## config.mk

```make
export PLATFORM = sky130hd
export DESIGN_NAME = spmv_row_accum
export DESIGN_NICKNAME = d
export VERILOG_FILES = /design/src/rtl/spmv_row_accum.sv
export SDC_FILE = /design/constraint.sdc
export NUM_CORES = 2
export LEC_CHECK = 0
export BUFFER_PORTS_ARGS = -buffer_cell sky130_fd_sc_hd__buf_2
export CAP_MARGIN = 20
export CORE_ASPECT_RATIO = 0.6
export CORE_MARGIN = 3
export CORE_UTILIZATION = 54
export CTS_CLUSTER_SIZE = 20
export DETAILED_ROUTE_END_ITERATION = 8
export PLACE_DENSITY = 0.82
export SYNTH_ARGS = -nofsm -noshare
export SYNTH_HDL_FRONTEND = slang
export SYNTH_SLANG_ARGS = --single-unit
```

## constraint.sdc

```tcl
create_clock -name Clk -period 7.62 [get_ports Clk]
set_clock_uncertainty 0.1 [all_clocks]
set_input_delay 1.524 -clock Clk [delete_from_list [all_inputs] [get_ports Clk]]
set_output_delay 1.524 -clock Clk [all_outputs]
set_load 0.01 [all_outputs]
```

## src/rtl/spmv_row_accum.sv

```systemverilog
// rtl/spmv_row_accum.sv - CSR row dot-product accumulator with a show-ahead result FIFO.
// Optional feature macro: SPMV_ACC_SAT_EN (saturating product/sum and sticky sat_flag).
module spmv_row_accum #(
  parameter int FIFO_DEPTH = 8,
  parameter int ROW_W      = 16
) (
  input  logic             Clk,
  input  logic             Rst,
  input  logic             start,
  input  logic [ROW_W-1:0] nrows,
  input  logic             in_valid,
  output logic             in_ready,
  input  logic [31:0]      mat_val,
  input  logic [31:0]      vec_val,
  input  logic             row_last,
  input  logic             row_empty,
  output logic             out_valid,
  output logic [31:0]      out_data,
  output logic [ROW_W-1:0] out_row,
  input  logic             out_rd,
  output logic             fifo_full,
  output logic             done,
  output logic             sat_flag
);

  localparam int PW = $clog2(FIFO_DEPTH);

  typedef enum logic [1:0] {IDLE, RUN, DONE} state_t;

  state_t           state;
  logic [31:0]      acc;
  logic [ROW_W-1:0] row_idx;
  logic [ROW_W-1:0] nrows_q;
  logic             done_q;
  logic [PW-1:0]    wr_ptr;
  logic [PW-1:0]    rd_ptr;
  logic [PW:0]      count;
  logic [31:0]      data_mem [FIFO_DEPTH];
  logic [ROW_W-1:0] row_mem  [FIFO_DEPTH];

  logic        accept;
  logic        push;
  logic        pop;
  logic        start_acc;
  logic [31:0] beat_sum;
  logic [31:0] push_data;

  assign fifo_full = (count == (PW+1)'(FIFO_DEPTH));
  assign out_valid = (count != '0);
  assign in_ready  = (state == RUN) && !fifo_full;
  assign accept    = in_valid && in_ready;
  assign push      = accept && (row_last || row_empty);
  assign pop       = out_rd && out_valid;
  assign start_acc = start && (state != RUN);
  assign push_data = row_empty ? acc : beat_sum;
  assign done      = done_q;
  // Head is gated so outputs read zero whenever the FIFO is empty, including under reset.
  assign out_data  = out_valid ? data_mem[rd_ptr] : '0;
  assign out_row   = out_valid ? row_mem[rd_ptr]  : '0;

`ifdef SPMV_ACC_SAT_EN
  logic [63:0] prod;
  logic [31:0] prod_s;
  logic [32:0] sum;
  logic        beat_sat;
  logic        sat_q;

  assign prod     = {32'b0, mat_val} * {32'b0, vec_val};
  assign prod_s   = (|prod[63:32]) ? 32'hFFFF_FFFF : prod[31:0];
  assign sum      = {1'b0, acc} + {1'b0, prod_s};
  assign beat_sum = sum[32] ? 32'hFFFF_FFFF : sum[31:0];
  assign beat_sat = (|prod[63:32]) | sum[32];
  assign sat_flag = sat_q;

  always_ff @(posedge Clk or negedge Rst) begin
    if (!Rst) begin
      sat_q <= 1'b0;
    end else if (start_acc) begin
      sat_q <= 1'b0;
    end else if (accept && !row_empty && beat_sat) begin
      sat_q <= 1'b1;
    end
  end
`else
  assign beat_sum = acc + mat_val * vec_val;
  assign sat_flag = 1'b0;
`endif

  always_ff @(posedge Clk or negedge Rst) begin
    if (!Rst) begin
      state   <= IDLE;
      acc     <= '0;
      row_idx <= '0;
      nrows_q <= '0;
      done_q  <= 1'b0;
    end else begin
      case (state)
        IDLE, DONE: begin
          if (start) begin
            acc     <= '0;
            row_idx <= '0;
            nrows_q <= nrows;
            // An empty pass has trivially pushed all of its rows.
            done_q  <= (nrows == '0);
            state   <= (nrows == '0) ? DONE : RUN;
          end
        end
        RUN: begin
          if (accept) begin
            if (push) begin
              acc     <= '0;
              row_idx <= row_idx + ROW_W'(1);
              if (row_idx == nrows_q - ROW_W'(1)) begin
                state  <= DONE;
                done_q <= 1'b1;
              end
            end else begin
              acc <= beat_sum;
            end
          end
        end
        default: state <= IDLE;
      endcase
    end
  end

  always_ff @(posedge Clk or negedge Rst) begin
    if (!Rst) begin
      wr_ptr <= '0;
      rd_ptr <= '0;
      count  <= '0;
    end else begin
      if (push) wr_ptr <= wr_ptr + PW'(1);
      if (pop)  rd_ptr <= rd_ptr + PW'(1);
      case ({push, pop})
        2'b10:   count <= count + (PW+1)'(1);
        2'b01:   count <= count - (PW+1)'(1);
        default: count <= count;
      endcase
    end
  end

  always_ff @(posedge Clk) begin
    if (push) begin
      data_mem[wr_ptr] <= push_data;
      row_mem[wr_ptr]  <= row_idx;
    end
  end

endmodule

```

## After elaboration in Yosys (flattened, before gate mapping)

Memories as Yosys holds them, arrays and structs flattened.
Cells that the tools add are included.

| storage, ports and cells | value |
|---|---|
| latch bits | 0 |
| flip-flop bits (word level) | 77 |
| bits in read-only memories | 0 |
| input bits | 87 |
| logic and storage cells | 70 |
| memories | 2 |
| memory bits (writable) | 384 |
| output and inout port bits | 53 |

Memory list:

| name | depth | bits a word | rd ports | clocked after Yosys merged registers in | wr ports | line | RTL |
|---|---|---|---|---|---|---|---|
| data_mem | 8 | 32 | 1 | 0 | 1 | 38 | `logic [31:0] data_mem [FIFO_DEPTH];` |
| row_mem | 8 | 16 | 1 | 0 | 1 | 39 | `logic [ROW_W-1:0] row_mem [FIFO_DEPTH];` |

| cells by class | value |
|---|---|
| mux-type cells | 25 |
| reduce and logical (&&, ||, !) cells | 17 |
| divide/modulo/power cells | 0 |
| shifts and indexed selects | 0 |
| multipliers | 1 |
| equality and inequality tests | 10 |
| bitwise logic cells | 0 |
| order comparisons | 0 |
| $add $sub $neg | 7 |

Operator list:

| cell | number |
|---|---|
| $mux 32 | 5 |
| $mux 16 | 4 |
| $pmux 32 s2 | 1 |
| $add 32x32->32 | 1 |
| $mul 32x32->32 | 1 |
| $pmux 16 s2 | 1 |
| $add 16x1->16 const B | 1 |
| $eq 16x16->1 | 1 |
| $logic_not 16->1 | 1 |
| $sub 16x1->16 const B | 1 |
| $mux 2 | 5 |
| $pmux 4 s2 | 1 |
| $reduce_and 4->1 | 2 |
| $add 3x1->3 const B | 2 |
| $mux 1 | 6 |
| $ne 2x2->1 const B | 3 |
| $reduce_and 5->1 | 1 |
| $add 4x1->4 const B | 1 |
| $eq 2x1->1 const B | 2 |
| $eq 2x2->1 const B | 2 |
| $eq 4x4->1 const B | 1 |
| $logic_and 1x1->1 | 4 |
| $pmux 2 s2 | 1 |
| $reduce_bool 2->1 | 2 |
| 10 further kinds | 10 |

## Logic depth before layout (Yosys ltp)

| logic depth | value |
|---|---|
| word-level depth | 8 |
| depth in mapped cells | 28 |
| gate-level depth less buffers | 26 |

## Least setup slack after synthesis

OpenSTA, ideal clock, no wires.

| path | value |
|---|---|
| path kind | in2reg |
| start | input vec_val[2] |
| end | memory data_mem[0][31], data pin |
| data required time | 7246 ps |
| library setup time | 274 ps |
| slack | -1010 ps |
| cell stages on the path | 27 |
| path buffers | 3 |
| arrival time | 8257 ps |
| cells stage by stage | clkbuf_1 > clkbuf_1 > and2_1 > fa_1 > inv_1 > fa_1 > inv_1 > fa_1 > inv_1 > fa_1 > inv_1 > fa_1 > fa_1 > fa_1 > inv_1 > fa_1 > inv_1 > ha_1 > clkbuf_1 > a21o_1 > a21o_1 > a221oi_1 > o21ai_0 > o21bai_1 > o41ai_1 > xnor2_1 > mux2_2 |

| on the way | value |
|---|---|
| longest elaborated chain between the ends | 3 |

Ends and longest elaborated chain:

| element | line | RTL |
|---|---|---|
| start: declaration | 14 | `input logic [31:0] vec_val,` |
| $mul 32x32->32 | 85 | `assign beat_sum = acc + mat_val * vec_val;` |
| $add 32x32->32 | 85 |  |
| $mux 32 | 55 | `assign push_data = row_empty ? acc : beat_sum;` |
| net push_data[31] | 46 | `logic [31:0] push_data;` |
| end: declaration | 38 |  |

The timed path passes the listed nets, and every way through them passes these cells.

## Worst setup path after layout

| path | value |
|---|---|
| start | input mat_val[16] |
| end | memory data_mem[6][31], data pin |

| on the way | value |
|---|---|
| longest elaborated chain between the ends | 3 |

Ends and longest elaborated chain:

| element | line | RTL |
|---|---|---|
| start: declaration | 13 | `input logic [31:0] mat_val,` |
| $mul 32x32->32 | 85 |  |
| $add 32x32->32 | 85 |  |
| $mux 32 | 55 |  |
| net push_data[31] | 46 |  |

The timed path passes the listed nets, and every way through them passes these cells.

==> results.json <==
{
  "syn-cell-area_um2": 35360,
  "groute.layer.met2.usage": 0.4163,
  "use_met3": 0.08994,
  "utilization_after_layout": 0.6475,
  "timing.hold.worst.start": "nrows_q[15]",
  "via_count": 24320,
  "outcome": "complete, but fails checks",
  "crit_path_start_kind": "input pin",
  "grt_usage": 0.2833,
  "maximum_number_of_pins_on_one_net_before_global_route_repair": 78,
  "wl_per_cell_um": 24.26,
  "first_global_vias": 25180,
  "cts_root_buffer": "sky130_fd_sc_hd__clkbuf_16",
  "postCtsHoldBufs": 0,
  "worst_setup_slack_after_layout_ns": -0.3826,
  "clkSinkCount": 461,
  "crit_required_ns": 7.79,
  "final_period_minus_worst_setup_slack_ns": 8.003,
  "number_of_synthesized_flops_with_an_enable_pin": 384,
  "cts_buffers": 38,
  "htree_num_levels": 2,
  "initialDrtViolationCount": 3136,
  "finalInstanceArea_um2": 41240,
  "worst_case_hold_slack_ns": 0.4082,
  "rsz0062_at_grt": "yes",
  "reg2reg_from": "acc[22]",
  "placement_rows": 71,
  "final_net_count": 3887,
  "avgViaCountPerCell": 5.936,
  "cap_viol_max_count": 0,
  "synth_simple_gate_area_frac": 0.1158,
  "max_clock_freq_mhz": 125.0,
  "die_boundary_height_um": 204.2,
  "timing_worst_slew_pin_value_ns": 1.164,
  "die_area_um2": 68690,
  "initial_util": 0.5552,
  "clock_tree_from_tritoncts": "done",
  "fill_count": 4057,
  "placement.cell_area_um2": 38710,
  "crit_path_max_fanout": 8,
  "ys.warnings.count": 0,
  "yosysUniqueCellTypes": 67,
  "multiplexer_share_of_the_synthesized_area": 0.07905,
  "detail_route.wirelength_mm": 99.43,
  "syn-instance-count": 2942,
  "slew-limit-headroom": 0.2218,
  "timing.critical_path.from": "mat_val[16]",
  "insertedDiodeCount": 0,
  "syn_area_per_cell_um2": 12.02,
  "synth_nets": 3599,
  "grtUsageMet1": 0.4133,
  "post_route_cells_drive_above_1_share": 0.2240,
  "timing.critical_path.to_type": "flop",
  "gpl.final_weighted_congestion": 0.9461,
  "setup_tns_ns": -20.25,
  "areaGrowthSynthToFinish_pct": 16.64,
  "ff2ff_setup_slack_ns": 0.35,
  "kind_of_critical_path": "input pin to flop",
  "seq_area_frac_synth": 0.3806,
  "seq_cells_post_synth": 461,
  "antenna_found_initial": 1,
  "clk_transition_reported_paths_ns": 0.07,
  "dp_hpwl_mm": 67.68,
  "clk_latency_ns": 0.54,
  "setup_viol_count_final": 127,
  "grt.overflow.total": 0,
  "dr.pass1.iters": 6,
  "io_pins": 140,
  "cp.arrival_ns": 8.18,
  "grt_first_pass_wirelength_mm": 147.6,
  "synth-compound-area-share": 0.02781,
  "clock_tree.buffer_depth": 3,
  "synth_xor_xnor_area_share": 0.03234,
  "ant_nets": 0,
  "ys_dominant_reg_cell": "sky130_fd_sc_hd__edfxtp_1",
  "port-buffer-count": 138,
  "post-route-drc-count": 0,
  "synth_adder_area_share": 0.2949,
  "dieWidth_um": 336.4,
  "synth_top_family_by_area": "adder cells",
  "fp.coreArea_um2": 63690,
  "postSynth.asyncResetShare": 0.1670,
  "final-max-slew-violation-count": 0,
  "worst_hold_path_type": "flop to flop",
  "timing.final.hold_violations": 0,
  "failed_checks": "negative setup slack",
  "gr-max-usage-layer": "met2",
  "final.period_utilization": 1.050
}
layer usage:
metal  part of all wire  vias to the layer above
met5            0.00068                        -
li1                   -                     9999
met3               0.14                      294
met2               0.44                     1833
met4              0.034                        2
met1               0.39                    12200
layout make-up:
cell class | count | area [µm²] | share of cell area
clock inverter | 15 | 185.2 | 0.004490
multi-input combinational | 1830 | 20380 | 0.4941
timing repair buffer | 393 | 3191 | 0.07736
sequential | 461 | 13470 | 0.3266
clock buffer | 54 | 1072 | 0.02600
inverter | 506 | 1899 | 0.04605
tap | 839 | 1050 | 0.02545
cells in the mapped netlist (45+ instances only):
| library cell | n | area [µm²] |
|---|---|---|
| sky130_fd_sc_hd__dfrtp_1 | 77 | 1927 |
| sky130_fd_sc_hd__clkbuf_1 | 128 | 480.5 |
| sky130_fd_sc_hd__edfxtp_1 | 384 | 11530 |
| sky130_fd_sc_hd__inv_1 | 505 | 1896 |
| sky130_fd_sc_hd__o21ai_0 | 67 | 335.3 |
| sky130_fd_sc_hd__mux4_2 | 96 | 2162 |
| sky130_fd_sc_hd__and2_1 | 321 | 2008 |
| sky130_fd_sc_hd__nand2_1 | 328 | 1231 |
| sky130_fd_sc_hd__fa_1 | 439 | 8788 |
| sky130_fd_sc_hd__nor2_1 | 90 | 337.8 |
| sky130_fd_sc_hd__ha_1 | 131 | 1639 |
| sky130_fd_sc_hd__xnor2_1 | 83 | 727.0 |
| sky130_fd_sc_hd__mux2i_1 | 52 | 520.5 |
| sky130_fd_sc_hd__xor2_1 | 45 | 394.1 |
through the flow:
stage / cells / worst slack [ns]
CTS: 4080 / -0.3200
detailed placement: 4009 / -1.187
finish: 4098 / -0.3826
global route: 4098 / -0.5289
floorplan: 2942 / -0.7763
global placement: 4007 / -1.165
cell families (layout without fill, tap and decap cells):
family	Yosys count	after routing
simple gates	818	818
buf+inv	651	968
fa+ha+maj	570	570
flops	461	461
mux	158	158
compound gates	154	154
xor+xnor	129	129
other cells	1	1
cell usage in the layout, fill, tap and decap left out, types with 5 or more instances in the layout:
cell,count
sky130_fd_sc_hd__nand4_1,6
sky130_fd_sc_hd__nor3_1,7
sky130_fd_sc_hd__and2_1,297
sky130_fd_sc_hd__buf_4,212
sky130_fd_sc_hd__ha_1,113
sky130_fd_sc_hd__o21ai_0,44
sky130_fd_sc_hd__inv_1,478
sky130_fd_sc_hd__o21ai_2,10
sky130_fd_sc_hd__nand2_1,326
sky130_fd_sc_hd__mux2i_1,52
sky130_fd_sc_hd__dfrtp_1,74
sky130_fd_sc_hd__inv_2,27
sky130_fd_sc_hd__o21a_1,10
sky130_fd_sc_hd__o21ai_1,8
sky130_fd_sc_hd__xor2_1,42
sky130_fd_sc_hd__clkbuf_1,11
sky130_fd_sc_hd__a21o_1,11
sky130_fd_sc_hd__clkbuf_4,7
sky130_fd_sc_hd__a22o_1,8
sky130_fd_sc_hd__and2_4,24
sky130_fd_sc_hd__mux4_2,96
sky130_fd_sc_hd__a21oi_1,15
sky130_fd_sc_hd__nor2_1,85
sky130_fd_sc_hd__xnor2_1,77
sky130_fd_sc_hd__buf_12,17
sky130_fd_sc_hd__nor2b_1,6
sky130_fd_sc_hd__buf_2,100
sky130_fd_sc_hd__nor4_1,7
sky130_fd_sc_hd__mux2_2,8
sky130_fd_sc_hd__clkbuf_16,41
sky130_fd_sc_hd__edfxtp_1,384
sky130_fd_sc_hd__buf_6,50
sky130_fd_sc_hd__fa_1,414
sky130_fd_sc_hd__and3_1,6
sky130_fd_sc_hd__clkinv_2,5
sky130_fd_sc_hd__ha_4,16
sky130_fd_sc_hd__o21ai_4,5
sky130_fd_sc_hd__nand3_1,13
sky130_fd_sc_hd__fa_2,25
worst max-delay path, stage by stage:
cell and delay (ns):
sky130_fd_sc_hd__clkbuf_4 0.17, sky130_fd_sc_hd__buf_4 0.17, sky130_fd_sc_hd__and2_1 0.15, sky130_fd_sc_hd__fa_1 0.53, sky130_fd_sc_hd__fa_2 0.46, sky130_fd_sc_hd__fa_1 0.52, sky130_fd_sc_hd__inv_1 0.05, sky130_fd_sc_hd__fa_1 0.48
sky130_fd_sc_hd__inv_1 0.06, sky130_fd_sc_hd__fa_1 0.56, sky130_fd_sc_hd__fa_1 0.43, sky130_fd_sc_hd__fa_1 0.49, sky130_fd_sc_hd__inv_1 0.05, sky130_fd_sc_hd__fa_1 0.52, sky130_fd_sc_hd__inv_1 0.08, sky130_fd_sc_hd__ha_4 0.23
sky130_fd_sc_hd__a21o_1 0.18, sky130_fd_sc_hd__a221oi_4 0.37, sky130_fd_sc_hd__o21ai_2 0.08, sky130_fd_sc_hd__o21bai_4 0.20, sky130_fd_sc_hd__o41ai_2 0.29, sky130_fd_sc_hd__buf_4 0.20, sky130_fd_sc_hd__xnor2_4 0.07, sky130_fd_sc_hd__mux2_4 0.30
timing repair:
| item | in CTS | in global routing |
|---|---|---|
| gates resized for setup | 111 | 172 |
| setup endpoints to repair | 138 | 165 |
| buffers inserted | 5 | 17 |
| cloned | 1 | 2 |
| pin swaps | 53 | 87 |
state kept, by name (all words and copies together), names as in the netlist:
name / count
data_mem: 256
row_mem: 128
acc: 32
nrows_q: 16
row_idx: 16
count: 4
rd_ptr: 3
wr_ptr: 3
state: 2
done: 1
final timing paths:
| check | to | cells past startpoint |
|---|---|---|
| worst max-delay path | data_mem[6][31] | 24 |
| worst min register to register | nrows_q[15] | 2 |
| min in group asynchronous | rd_ptr[1] | 1 |
| max in group asynchronous | acc[16] | 2 |
| worst max register to register | data_mem[6][31] | 25 |
| worst min-delay path | nrows_q[15] | 2 |
Power is not shown: default switching activity piles up to over one toggle a cycle in this logic, so the estimate is an artifact.
